File: src/rtl/jt12_kon_wr.sv
// jt12_kon_wr: CPU write decoder and key-on queue for the YM2612/YM2203 core.
//
// Ports:
//   clk, rst_n        system clock (rising edge), async active-low reset
//   clk_en            chip clock enable; sequencer and busy timing advance on it
//   cs_n, wr_n        CPU chip select / write strobe, active low
//   addr[1:0]         bit0: 0 = address phase, 1 = data phase; bit1: register part
//   din[7:0]          CPU write data
//   next_op, next_ch  current sequencer slot; the last slot of a round is the marker
//   up_keyon          one clk_en cycle strobe when a queued key-on is released
//   keyon_ch/op       channel code and operator mask of the released key-on
//   csm               CSM mode flag from register 0x27
//   busy              write-busy flag, busy_cyc clk_en cycles after a data write
//   kon_ovf           sticky flag: a key-on was dropped on a full queue
module jt12_kon_wr #(
  parameter int num_ch   = 6,
  parameter int depth    = 4,
  parameter int busy_cyc = 32
) (
  input  logic       clk,
  input  logic       rst_n,
  input  logic       clk_en,
  input  logic       cs_n,
  input  logic       wr_n,
  input  logic [1:0] addr,
  input  logic [7:0] din,
  input  logic [1:0] next_op,
  input  logic [2:0] next_ch,
  output logic       up_keyon,
  output logic [2:0] keyon_ch,
  output logic [3:0] keyon_op,
  output logic       csm,
  output logic       busy,
  output logic       kon_ovf
);

  localparam int AW = (depth > 1) ? $clog2(depth) : 1;
  localparam int CW = $clog2(busy_cyc + 1);
  localparam logic [AW:0]   FULL_CNT = (AW + 1)'(depth);
  localparam logic [CW-1:0] BUSY_LD  = CW'(busy_cyc);

  logic          strobe;
  logic          strobe_d;
  logic          wr_ev;
  logic          addr_wr;
  logic          data_wr;
  logic [7:0]    reg_num;
  logic          part;
  logic          kon_wr;
  logic          csm_wr;
  logic          entry_ok;
  logic          mark;
  logic          mark_d;
  logic [6:0]    fifo_mem [depth];
  logic [AW-1:0] wr_ptr;
  logic [AW-1:0] rd_ptr;
  logic [AW:0]   count;
  logic          full;
  logic          empty;
  logic          push;
  logic          pop;
  logic          drop;
  logic [CW-1:0] busy_cnt;

  // A write is the first clk edge of a low cs_n/wr_n pair, independent of clk_en.
  assign strobe  = ~cs_n & ~wr_n;
  assign wr_ev   = strobe & ~strobe_d;
  assign addr_wr = wr_ev & ~addr[0];
  assign data_wr = wr_ev &  addr[0];
  assign kon_wr  = data_wr & ~part & (reg_num == 8'h28);
  assign csm_wr  = data_wr & ~part & (reg_num == 8'h27);

  // Channel codes 3 and 7 do not exist; YM2203 only has channels 0..2.
  always_comb begin
    entry_ok = (din[1:0] != 2'b11);
    if (num_ch == 3 && din[2:0] > 3'd2) begin
      entry_ok = 1'b0;
    end
  end

  // Marker: last operator slot of the last channel in a round.
  always_comb begin
    if (num_ch == 3) begin
      mark = (next_ch == 3'd2) && (next_op == 2'd3);
    end else begin
      mark = (next_ch == 3'd6) && (next_op == 2'd3);
    end
  end

  assign full  = (count == FULL_CNT);
  assign empty = (count == '0);
  assign pop   = clk_en & mark_d & ~empty;
  // A full queue still accepts an entry when the head leaves on the same edge.
  assign push  = kon_wr & entry_ok & (~full | pop);
  assign drop  = kon_wr & entry_ok & full & ~pop;
  assign busy  = (busy_cnt != '0);

  always_ff @(posedge clk) begin
    if (push) begin
      fifo_mem[wr_ptr] <= {din[7:4], din[2:0]};
    end
  end

  // CPU interface: strobe edge detect and register/part latch.
  // strobe_d resets high so a strobe held across reset is not taken as a write.
  always_ff @(posedge clk or negedge rst_n) begin
    if (!rst_n) begin
      strobe_d <= 1'b1;
      reg_num  <= '0;
      part     <= 1'b0;
      csm      <= 1'b0;
    end else begin
      strobe_d <= strobe;
      if (addr_wr) begin
        reg_num <= din;
        part    <= addr[1];
      end
      if (csm_wr) begin
        csm <= (num_ch != 3) && (din[7:6] == 2'b10);
      end
    end
  end

  // Key-on queue pointers, occupancy and overflow flag.
  always_ff @(posedge clk or negedge rst_n) begin
    if (!rst_n) begin
      wr_ptr  <= '0;
      rd_ptr  <= '0;
      count   <= '0;
      kon_ovf <= 1'b0;
    end else begin
      if (push) begin
        wr_ptr <= wr_ptr + 1'b1;
      end
      if (pop) begin
        rd_ptr <= rd_ptr + 1'b1;
      end
      if (push && !pop) begin
        count <= count + 1'b1;
      end else if (pop && !push) begin
        count <= count - 1'b1;
      end
      if (drop) begin
        kon_ovf <= 1'b1;
      end
    end
  end

  // Release side: one entry per round, on the clk_en cycle after the marker.
  always_ff @(posedge clk or negedge rst_n) begin
    if (!rst_n) begin
      mark_d   <= 1'b0;
      up_keyon <= 1'b0;
      keyon_ch <= '0;
      keyon_op <= '0;
    end else if (clk_en) begin
      mark_d   <= mark;
      up_keyon <= pop;
      if (pop) begin
        keyon_ch <= fifo_mem[rd_ptr][2:0];
        keyon_op <= fifo_mem[rd_ptr][6:3];
      end
    end
  end

  // Busy: reload on every data write, count down on clk_en.
  always_ff @(posedge clk or negedge rst_n) begin
    if (!rst_n) begin
      busy_cnt <= '0;
    end else if (data_wr) begin
      busy_cnt <= BUSY_LD;
    end else if (clk_en && busy_cnt != '0) begin
      busy_cnt <= busy_cnt - 1'b1;
    end
  end

endmodule
File: config.mk
export PLATFORM = sky130hd
export DESIGN_NAME = jt12_kon_wr
export DESIGN_NICKNAME = d
export VERILOG_FILES = /design/src/rtl/jt12_kon_wr.sv
export SDC_FILE = /design/constraint.sdc
export NUM_CORES = 1
export LEC_CHECK = 0
export CORE_MARGIN = 3
export CORE_UTILIZATION = 55
export CTS_CLUSTER_DIAMETER = 120
export CTS_CLUSTER_SIZE = 20
export DETAILED_ROUTE_END_ITERATION = 10
export PLACE_DENSITY = 0.79
export SETUP_SLACK_MARGIN = 0.4
export SKIP_LAST_GASP = 1
export SLEW_MARGIN = 20
export SYNTH_ARGS = -nofsm -noshare
export SYNTH_HDL_FRONTEND = slang
export SYNTH_SLANG_ARGS = --single-unit
File: constraint.sdc
create_clock -name clk -period 2.97 [get_ports clk]
set_clock_uncertainty 0.05 [all_clocks]
set_input_delay 0.297 -clock clk [delete_from_list [all_inputs] [get_ports clk]]
set_output_delay 0.297 -clock clk [all_outputs]
set_load 0.05 [all_outputs]
==> results.cfg <==
[cells_and_area]
antenna_cells = 0
fin_cells = 262
layout_common_cells = 33 x dfrtp_1, 30 x clkdlybuf4s50_1, 28 x edfxtp_1
area_delta_synth_final_pct = 20.9
multi_input_area_um2 = 900
drive_gt1_share_pct = 19.5
final_common_cell = dfrtp_1
seqCellArea_mm2 = 0.00169
fillers = 298
layout.nets = 233

[global_routing]
grt_pass1_wl_mm = 7.63
grt_busiest_layer = met2
use_met2_pct = 32.0
track_usage_pct = 19.5
grt_max_degree = 20
grt_use_met1_pct = 22.8
antenna_found_initial = 0
grt-ovfl-total = 0
grt_pass1_vias = 1565
met3_usage_pct = 4.81

[yosys]
ys_types = 39
synth_compound_area_share_pct = 4.28
synthFlopType = dfrtp_1
synthArstFlopShare_pct = 54.8
yosys.area_share.simple_pct = 8.22
ys_seq_elements = 62
synth_edf_count = 28
synth_fp_nets = 191
yosysSeqAreaShare_pct = 64.3
synth_cells = 163
avgSynthCellArea_um2 = 16.2
synthMuxAreaShare_pct = 14.7
ys.warnings.count = 0
netlist_area_mm2 = 0.00263
synth-xor-area-share_pct = 2.66
synth_top_family_by_area = multiplexers
yosys.area_share.adder_pct = 4.09

[flow_run]
drv_cap = 0

[placement]
gp_congestion = 0.831
io_buffers = 30
dp_hpwl_mm = 3.40
dp.cells = 246

[drt]
wl_per_cell_um = 17.9
wl_mm = 4.69
via_count = 1480
first_pass_iters = 4
first_iter_violations = 85
routed_via_density = 5.65
drc = 0
ant_nets = 0

[critical_path]
critPathRequiredTime_ns = 2.62
path_class = flop to primary output
cp_max_fo = 4
arrival_ns = 2.12
start_kind = flop
end_kind = primary output

[pwr]
ir_drop_mv = 0.372
powerDensity_mw_per_mm2 = 644
p_leak_uw = 0.00127

[sta]
hold_viol_final = 0
rsz0062_at_grt = false
setup_tns_ns = 0
slew_headroom_pct = 49.6
min_period_over_period_pct = 83.2
min_period_ns = 2.47
setup_viol = 0
worstMarginPinSlew_ns = 0.753
fmax_mhz = 405
slew_violations = 0

[clock_tree]
root_buffer = clkbuf_8
cts_hold_buf = 0
cts_tree = yes
clk_latency_ns = 0.33
cts.reportedPaths.clkPinSlew_ns = 0.06
cts_made_buffers = 9
post_cts_buffers = 0
h-tree-depth = 3
clock-sinks = 62
max-clock-path-buffers = 2

[floorplan]
die_y_um = 75.2
core_mm2 = 0.00447
ioPinCount = 31
initial_core_util_pct = 58.9
row_count = 24
dieArea_mm2 = 0.00566
die-width_um = 75.2

[status]
outcome = finished clean

[min_path]
worstHoldPathType = primary input to async pin
[synthesized netlist by cell type (all sizes together), types with 4 or more instances]
cell type   n  area share (%)
dfrtp      33              31
edfxtp     28              32
mux2       20             8.7
nor2       10             1.4
inv         9             1.3
ha          7             3.3
mux4        7             6.0
a21oi       5             1.4
xnor2       5             1.7
a211oi      4             1.1
and2        4            0.95
nand2       4            0.57
[critical path: stages (launching register included)]
cell	delay, ns
dfrtp_1	0.42
nor4_1	0.50
nand2_1	0.14
clkdlybuf4s50_1	0.73
[report_power, final]
| group | switching [uW] | internal (uW) |
|---|---|---|
| logic | 183 | 176 |
| clock network | 287 | 324 |
| registers | 93.7 | 987 |
| total | 564 | 1490 |
[timing repair]
action                                  4_1_cts  5_1_grt
endpoints found under the setup margin        0        1
gates resized for setup                       0        1
hold endpoints to repair                      0        0
[metal layers]
metal  wire [um]  up-vias
li1            -      683
met1        1900      734
met2        2390       49
met3         258       14
met4         142        0
met5           0        -
[sequential cells by signal, indices dropped and copies added (netlist names)]
signal,count
csm,1
keyon_op,4
part,1
reg_num,8
up_keyon,1
keyon_ch,3
wr_ptr,2
mark_d,1
busy_cnt,6
rd_ptr,2
count,3
strobe_d,1
fifo_mem,28
kon_ovf,1
[through the flow]
| stage | util (%) | cell area (um2) | setup WS (ns) | power (uW) | hold slack, ns |
|---|---|---|---|---|---|
| 4_1_cts | 71.0 | 3180 | 0.495 | 2070 | 0.380 |
| 3_5_place_dp | 67.4 | 3020 | 0.219 | 1460 | 0.411 |
| 3_3_place_gp | 67.4 | 3020 | 0.381 | 1420 | 0.419 |
| 6_report | 71.2 | 3180 | 0.500 | 2050 | 0.365 |
| 2_1_floorplan | - | 2630 | 0.697 | 1320 | -0.0486 |
| 5_1_grt | 71.2 | 3180 | 0.422 | 2150 | 0.409 |
[area by class of cell]
| cell class | count | area share, % |
|---|---|---|
| multi-input cells | 89 | 28.3 |
| inverters | 9 | 1.06 |
| well taps | 52 | 2.04 |
| flip-flops and latches | 62 | 53.2 |
| clock inverters | 2 | 0.314 |
| repair buffers | 34 | 10.4 |
| clock buffers | 14 | 4.79 |
[path summary, 6_finish.rpt]
| check | startpoint | endpoint | slack (ns) | cells after the start |
|---|---|---|---|---|
| worst max-delay path | busy_cnt[3] | busy | 0.50 | 3 |
| worst min-delay path | rst_n | reg_num[6] | 0.37 | 1 |
| worst max register to register | reg_num[4] | count[2] | 0.60 | 9 |
| worst min register to register | kon_ovf | kon_ovf | 0.43 | 1 |
| max in group asynchronous | rst_n | kon_ovf | 1.77 | 2 |
| min in group clk | kon_ovf | kon_ovf | 0.43 | 1 |
[logic make-up after synthesis]
logic type	count (synthesis)
simple gates	31
xor+xnor	8
flops	62
compound gates	15
fa+ha+maj	8
buf+inv	12
mux	27
No activity file was read; power rests on OpenSTA's default activity.
